[src/rtl/uart_pkg.sv]
// Shared definitions for the FIFO-fed UART transmitter and its baud generator.
// State encoding is fixed so the states can be read directly in waveforms and debug dumps.
package uart_pkg;

    typedef enum logic [2:0] {
        IDLE  = 3'd0,
        QUAL  = 3'd1,
        START = 3'd2,
        DATA  = 3'd3,
        STOP  = 3'd4
    } uart_state_t;

    // 100 MHz system clock, 115200 baud
    localparam int DEFAULT_CLKS_PER_BIT = 868;

    // 8N1: start + 8 data + stop
    localparam int FRAME_BITS = 10;

    function automatic int frame_bits(input int data_bits);
        return data_bits + 2;
    endfunction

endpackage

[src/rtl/uart_baud_gen.sv]
// Bit-period counter: counts 0..CLKS_PER_BIT-1 and flags the last cycle of each bit.
// Holding clear keeps it parked at 0, so the first bit after release is full length.
module uart_baud_gen
    import uart_pkg::*;
#(
    parameter int CLKS_PER_BIT = DEFAULT_CLKS_PER_BIT,
    parameter int CNT_WIDTH    = 10
) (
    input  logic clock,
    input  logic reset,
    input  logic clear,
    output logic bit_tick
);

    localparam logic [CNT_WIDTH-1:0] TERMINAL = CNT_WIDTH'(CLKS_PER_BIT - 1);

    logic [CNT_WIDTH-1:0] cnt;

    assign bit_tick = !clear && (cnt == TERMINAL);

    always_ff @(posedge clock or negedge reset) begin
        if (!reset) begin
            cnt <= '0;
        end else if (clear || bit_tick) begin
            cnt <= '0;
        end else begin
            cnt <= cnt + 1'b1;
        end
    end

endmodule

[src/rtl/fifo_uart_tx.sv]
// Drains the byte FIFO one word at a time and sends each word as an 8N1 frame, LSB first.
// The tx pin comes straight from a flop, so it never glitches.
module fifo_uart_tx
    import uart_pkg::*;
#(
    parameter int DATA_WIDTH   = 8,
    parameter int CLKS_PER_BIT = DEFAULT_CLKS_PER_BIT,
    parameter int CNT_WIDTH    = 10
) (
    input  logic                  clock,
    input  logic                  reset,
    input  logic                  enable,
    input  logic [DATA_WIDTH-1:0] fifo_data_out,
    input  logic                  fifo_empty,
    input  logic                  fifo_busy,
    output logic                  fifo_pop,
    output logic                  tx,
    output logic                  tx_active,
    output logic                  tx_done
);

    localparam int IDX_W = (DATA_WIDTH > 1) ? $clog2(DATA_WIDTH) : 1;
    localparam logic [IDX_W-1:0] LAST_IDX = IDX_W'(DATA_WIDTH - 1);

    uart_state_t           state, state_nxt;
    logic [DATA_WIDTH-1:0] shreg, shreg_nxt;
    logic [IDX_W-1:0]      idx, idx_nxt;
    logic                  tx_q, tx_nxt;
    logic                  bit_tick;
    logic                  baud_clr;
    logic                  fifo_ok;

    assign fifo_ok  = !fifo_empty && !fifo_busy;
    // Counter sits at 0 until the start bit begins, giving a full-length start bit.
    assign baud_clr = (state == IDLE) || (state == QUAL);

    uart_baud_gen #(
        .CLKS_PER_BIT (CLKS_PER_BIT),
        .CNT_WIDTH    (CNT_WIDTH)
    ) u_baud (
        .clock    (clock),
        .reset    (reset),
        .clear    (baud_clr),
        .bit_tick (bit_tick)
    );

    always_comb begin
        state_nxt = state;
        shreg_nxt = shreg;
        idx_nxt   = idx;
        fifo_pop  = 1'b0;
        tx_nxt    = 1'b1;
        case (state)
            IDLE: begin
                if (enable && fifo_ok) state_nxt = QUAL;
            end
            // Second idle cycle: FIFO read data is settled and the pop is always accepted.
            QUAL: begin
                fifo_pop = fifo_ok;
                if (fifo_ok) begin
                    shreg_nxt = fifo_data_out;
                    state_nxt = START;
                end else begin
                    state_nxt = IDLE;
                end
            end
            START: begin
                if (bit_tick) begin
                    state_nxt = DATA;
                    idx_nxt   = '0;
                end
            end
            DATA: begin
                if (bit_tick) begin
                    if (idx == LAST_IDX) state_nxt = STOP;
                    else                 idx_nxt   = idx + 1'b1;
                end
            end
            STOP: begin
                if (bit_tick) state_nxt = IDLE;
            end
            default: state_nxt = IDLE;
        endcase

        // Pin value is computed for the coming cycle so tx can be registered.
        case (state_nxt)
            START:   tx_nxt = 1'b0;
            DATA:    tx_nxt = shreg_nxt[idx_nxt];
            default: tx_nxt = 1'b1;
        endcase
    end

    always_ff @(posedge clock or negedge reset) begin
        if (!reset) begin
            state <= IDLE;
            shreg <= '0;
            idx   <= '0;
            tx_q  <= 1'b1;
        end else begin
            state <= state_nxt;
            shreg <= shreg_nxt;
            idx   <= idx_nxt;
            tx_q  <= tx_nxt;
        end
    end

    assign tx        = tx_q;
    assign tx_active = (state == START) || (state == DATA) || (state == STOP);
    assign tx_done   = (state == STOP) && bit_tick;

endmodule

[config.mk]
export PLATFORM = sky130hd
export DESIGN_NAME = fifo_uart_tx
export DESIGN_NICKNAME = d
export VERILOG_FILES = /design/src/rtl/uart_pkg.sv /design/src/rtl/uart_baud_gen.sv /design/src/rtl/fifo_uart_tx.sv
export SDC_FILE = /design/constraint.sdc
export NUM_CORES = 1
export LEC_CHECK = 0
export ABC_AREA = 1
export CORE_MARGIN = 1
export CORE_UTILIZATION = 50
export DETAILED_ROUTE_END_ITERATION = 12
export HOLD_SLACK_MARGIN = 0.08
export PLACE_DENSITY_LB_ADDON = 0.2
export SLEW_MARGIN = 20
export SYNTH_ARGS = -nofsm -noshare
export SYNTH_HDL_FRONTEND = slang
export SYNTH_SLANG_ARGS = --single-unit
export TNS_END_PERCENT = 1
[constraint.sdc]
create_clock -name clock -period 1.86 [get_ports clock]
set_input_delay 0.372 -clock clock [delete_from_list [all_inputs] [get_ports clock]]
set_output_delay 0.372 -clock clock [all_outputs]
set_load 0.05 [all_outputs]
# [Word-level counts from Yosys, hierarchy flattened]
# Index checks and enable logic that the tools add are counted.
[totals] ff_bits=25 latchBits=0 ramBits=0 romBits=0 in_bits=13 output_inout_bits=4 wordCells=46 memories=0
[op_classes] addsub=2 n_mul=0 n_div=0 magnitude_cmp=1 eq_ne=8 shift=0 n_mux=18 n_bitwise=0 reduce_logical=12
[op_table] cell="two-way mux 3 bit" n=8
[op_table] cell="two-way mux 8 bit" n=2
[op_table] cell="case mux 3 bit (5 select lines)" n=1
[op_table] cell="equality test 3 x 2 -> 1 bit, second input constant" n=4
[op_table] cell="adder 10 x 1 -> 10 bit, second input constant" n=1
[op_table] cell="equality test 10 bit, second input constant" n=1
[op_table] cell="two-way mux 10 bit" n=1
[op_table] cell="equality test 3 bit, second input constant" n=2
[op_table] cell="case mux 3 bit (2 select lines)" n=1
[op_table] cell="logical AND 1 bit" n=4
[op_table] cell="logical OR 1 bit" n=4
[op_table] cell="less-than comparator 3 x 4 -> 1 bit, second input constant" n=1
[op_table] cell="adder 3 x 1 -> 3 bit, second input constant" n=1
[op_table] cell="binary-select mux 1 bit (select 3 bit)" n=1
[op_table] cell="equality test 3 x 1 -> 1 bit, second input constant" n=1
[op_table] cell="zero test 1 bit" n=3
[op_table] cell="zero test 3 bit" n=1
[op_table] cell="two-way mux 1 bit" n=2
[op_table] cell="two-way mux 2 bit" n=1
[op_table] cell="case mux 1 bit (2 select lines)" n=1

# [Logic depth before layout (Yosys ltp)]
[depth] depth_word=9 ltp_mapped=15 ltp_nobuf=15

# [By module]
# Synthesis repeated with hierarchy kept, for this count alone.
[unflattened] cells_unflattened=190 hier_area_um2=1507.7
[by_module_without_submodules] module="fifo_uart_tx" instances=1 cells_per_inst=117 area_each_um2=942.2 seq_area_each_um2=376.6
[by_module_without_submodules] module="uart_baud_gen" instances=1 cells_per_inst=73 area_each_um2=565.5 seq_area_each_um2=250.2

# [Least setup slack after synthesis]
# No wires, ideal clock.
[synth_path] path_type="reg-to-output" start="reg u_baud.cnt[0]" end="out tx_done" arrival_time_ns=1.635 required_time_ns=1.488 path_slack_ns=-0.147 stages_incl_launch_ff=8 n_path_buf=0 cell_sequence="dfrtp_1 > ha_1 > inv_1 > nor2_1 > nand3_2 > nor2_4 > inv_1 > nor2_1"
[synth_via] elab_chain_len=3
[synth_lines] element="from (decl)" line_no="uart_baud_gen.sv:17" text="logic [CNT_WIDTH-1:0] cnt;"
[synth_lines] element="from (signal assigned)" line_no="uart_baud_gen.sv:27" text="cnt <= cnt + 1'b1;"
[synth_lines] element="equality test 10 bit" line_no="uart_baud_gen.sv:19" text="assign bit_tick = !clear && (cnt == TERMINAL);"
[synth_lines] element="logical AND 1 bit" line_no="uart_baud_gen.sv:19"
[synth_lines] element="logical AND 1 bit" line_no="fifo_uart_tx.sv:109" text="assign tx_done = (state == STOP) && bit_tick;"
[synth_lines] element="to (decl)" line_no="fifo_uart_tx.sv:19" text="output logic tx_done"
# Every way passes these cells.

# [Worst setup path after layout]
# Same ends and word-level chain as after synthesis.

==> results by group <==
Run status
  • Status: finished with violations
  • Failing checks: negative setup slack

Floorplan
  • Initial core utilization: about 55%
  • Die extent in x: 55.2 um
  • # IOs: 17
  • Die ar.: 3050 um2
  • Die height: 55.2 um
  • Core region area: 2570 um2
  • Rows: 18

Detailed routing
  • Drt drc: 0
  • Detailed Route Iter0 Violations: 46
  • Routed Wire Length: 2940 um
  • Drt wl/cell: about 12 um
  • Post-DR vias/cell: 5.19
  • First drt pass iteration count: 4
  • DRT antenna net count: 0
  • Via count: approximately 1,300

STA
  • Max frequency: 526 MHz
  • Final min period: around 1.9 ns
  • Slew @ Worst Pin: 0.318 ns
  • RSZ-0062 raised after global routing: yes
  • Count of final setup violators: 2
  • Setup TNS: -0.0548 ns
  • Slew Viols, Final: 0
  • Period utilization: 102%
  • Setup Skew: ~0.00074 ns
  • Max_slew headroom: 78.6%
  • Hold Violations, Final: 0
  • Smallest setup slack after layout: -0.0418 ns

Clocking
  • CTS Buf Count: 3
  • CTS tree: done
  • Clock Pin Slew Worst Setup and Hold Paths: 0.13 ns
  • Clock Sinks: 25
  • Worst-skew pair later-pin latency: about 0.31 ns
  • Root Driver: clkbuf_4
  • CTS H-tree depth: 1
  • Clock buffer depth: 2

Synthesis
  • Netlist cell types: 29
  • Post-synth EDFFs: 0
  • Avg Cell Area, Syn: roughly 8 um2
  • Post-synth ARST share: between 90% and 100%
  • Seq/Total Area, Yosys: between 40 and 50%
  • #FFs+latches synth: 25
  • Synth Flop Type: dfrtp_1
  • Synth top area share: 42.4%
  • Synthesized area: 1420 um2
  • Syn_nets: approximately 200
  • Cell count after synthesis: 181
  • Largest area contributor in the netlist: dfrtp_1
  • Yosys warning total: 0
  • Top cells by area, synth: dfrtp_1 (42%), nand2_1 (15%), inv_1 (6.6%)

Power and ir drop
  • Pwr Total: 819 uW
  • IR Drop Worst-Case VDD: between 0.0003 and 0.0004 V
  • LEAKAGE: 0.000858 uW
  • PD cells: 455 nW/um2

Placed design
  • Dpl hpwl: 2210 um
  • GPL Wtd Cong: around 0.85
  • Placed cells: 235
  • Number of port buffers: 16

Worst hold path
  • Worst Hold Class: input pin to async pin

Finish
  • Layout cell share with drive strength beyond 1: 22.9%
  • Fin cells: 244
  • Fin nets: between 200 and 250
  • Antenna diode instance count: 0
  • Area grow syn2layout: 27.1%

Worst setup path
  • WS Path Type: flop to primary output
  • Highest-delay cell along the critical path: dfrtp_1
  • Critical Path RT: 1.49 ns
  • Crit path cell chain: ha_4 > inv_2 > nor2_2 > nand3_2 > nor2_4 > inv_4 > nor2_4 > buf_12
  • WP buf/inv: 3
  • CP max stage delay: between 0.4 and 0.5 ns
  • CP top delay family: flip-flops
  • Reg2reg setup slack: ~0.10 ns
  • CP Max Fanout: 3
  • Startpoint Class: flop
  • CP Capture Type: primary output
  • CP most frequent cell: nor2_4
  • CP Data Arrival Time: 1.53 ns

Global routing
  • GRT Util Overall: approximately 21%
  • First-pass GRT wire length: approximately 5400 um
  • GR Overflow Total: 0
  • Initial antenna violation count: 0
  • Pin count of the biggest net entering global routing: 26
  • Vias in the first global route: 1,292

Run
  • Max-cap violations: 0
-- cells in the mapped netlist, types with 2 or more instances --
cell type	instances
nor3b_1	3
inv_2	3
dfrtp_1	24
ha_1	2
nand3_4	2
nor2_1	15
nand4_1	6
nor3_1	5
nand3_1	14
nand2_4	2
nand2_1	55
o21ai_0	2
a21oi_1	4
inv_1	25
nand3_2	2
nor2_2	3
nand2_2	2
-- where the power goes --
part	switching, uW	leakage (uW)	internal, uW
combinational	15.2	0.000517	23.9
sequential	0	0.000326	544
clock	153	0.0000150	83.6
-- worst register-to-register path: stages (launching register included) --
cell	delay, ns
dfrtp_1	0.44
ha_4	0.17
inv_2	0.04
nor2_2	0.08
nand3_2	0.09
nor2_4	0.12
buf_4	0.13
nand3_4	0.09
nand2_4	0.10
nand2_1	0.06
nand2_1	0.05
inv_1	0.04
nand2_1	0.05
nand3_1	0.07
nand2_1	0.07
nand2_1	0.05
nand2_1	0.07
-- metrics by stage --
step | hold slack (ns) | utilization, % | instance area (um2) | worst slack (ns)
after floorplan | 0.0764 | - | 1420 | 0.0772
after global placement | 0.465 | 66.4 | 1700 | -0.0510
after detailed placement | 0.465 | 66.4 | 1700 | -0.0814
after CTS | 0.400 | 69.2 | 1780 | -0.120
after global routing | 0.438 | 70.1 | 1800 | -0.126
final | 0.393 | 70.1 | 1800 | -0.0418
-- logic make-up (layout without fill, tap and decap cells) --
| family | Yosys count | after routing | share of synthesized area (%) |
|---|---|---|---|
| and+or+nand+nor | 112 | 112 | 39.9 |
| DFF | 25 | 25 | 44.3 |
| buffers and inverters | 29 | 62 | 8.04 |
| adders and majority gates | 2 | 2 | 1.77 |
| AOI/OAI and AO/OA | 13 | 13 | 6.01 |
-- cells in the final DEF (no fill, tap or decap), types with 2 or more instances in the layout --
cell type,count
nand4_1,6
clkdlybuf4s50_1,12
buf_4,14
clkbuf_4,3
nand2_4,2
inv_1,22
a21oi_1,4
nor2_1,11
nand2_2,3
nor3_1,5
nand3_1,14
dfrtp_1,24
nor2_4,2
nand3_2,2
nor3b_1,3
nand3_4,2
nand2_1,54
buf_12,3
nor2_2,6
o21ai_0,2
inv_2,5
-- final cells by class --
type	count	area [um2]
fill	208	767
multi-input combinational	127	708
sequential	25	627
timing repair buffer	29	285
inverter	29	116
tap	30	37.5
clock buffer	4	26.3
-- registers in the layout, indices dropped and copies added, names as in the netlist --
register and count:
u_baud.cnt 10, tx 1, state 3, shreg 8
idx 3
-- layer usage --
layer,share of wire (%),global-route usage [%],wire length (um),vias to the layer above
met1,46,30.1,1340,586
met2,48,33.9,1400,35
li1,-,-,-,644
met4,0.58,7.14,17,0
met5,0,0,0,-
met3,5.9,3.51,173,2
-- final timing paths --
kind	start	to	cells past startpoint
worst max-delay path	u_baud.cnt[0]	tx_done	8
worst min-delay path	reset	u_baud.cnt[3]	2
worst max register to register	u_baud.cnt[0]	tx	16
worst min register to register	shreg[0]	shreg[0]	2
max in group asynchronous	reset	tx	2
min in group clock	shreg[0]	shreg[0]	2
-- timing repair --
action                     4_1_cts  5_1_grt
hold endpoints to repair         0        0
gates resized for setup          8        4
pin swaps                        4        4
buffers inserted                 4        1
setup endpoints to repair        2        3
hold buffers                     0        0
No activity file was read; power rests on OpenSTA's default activity.
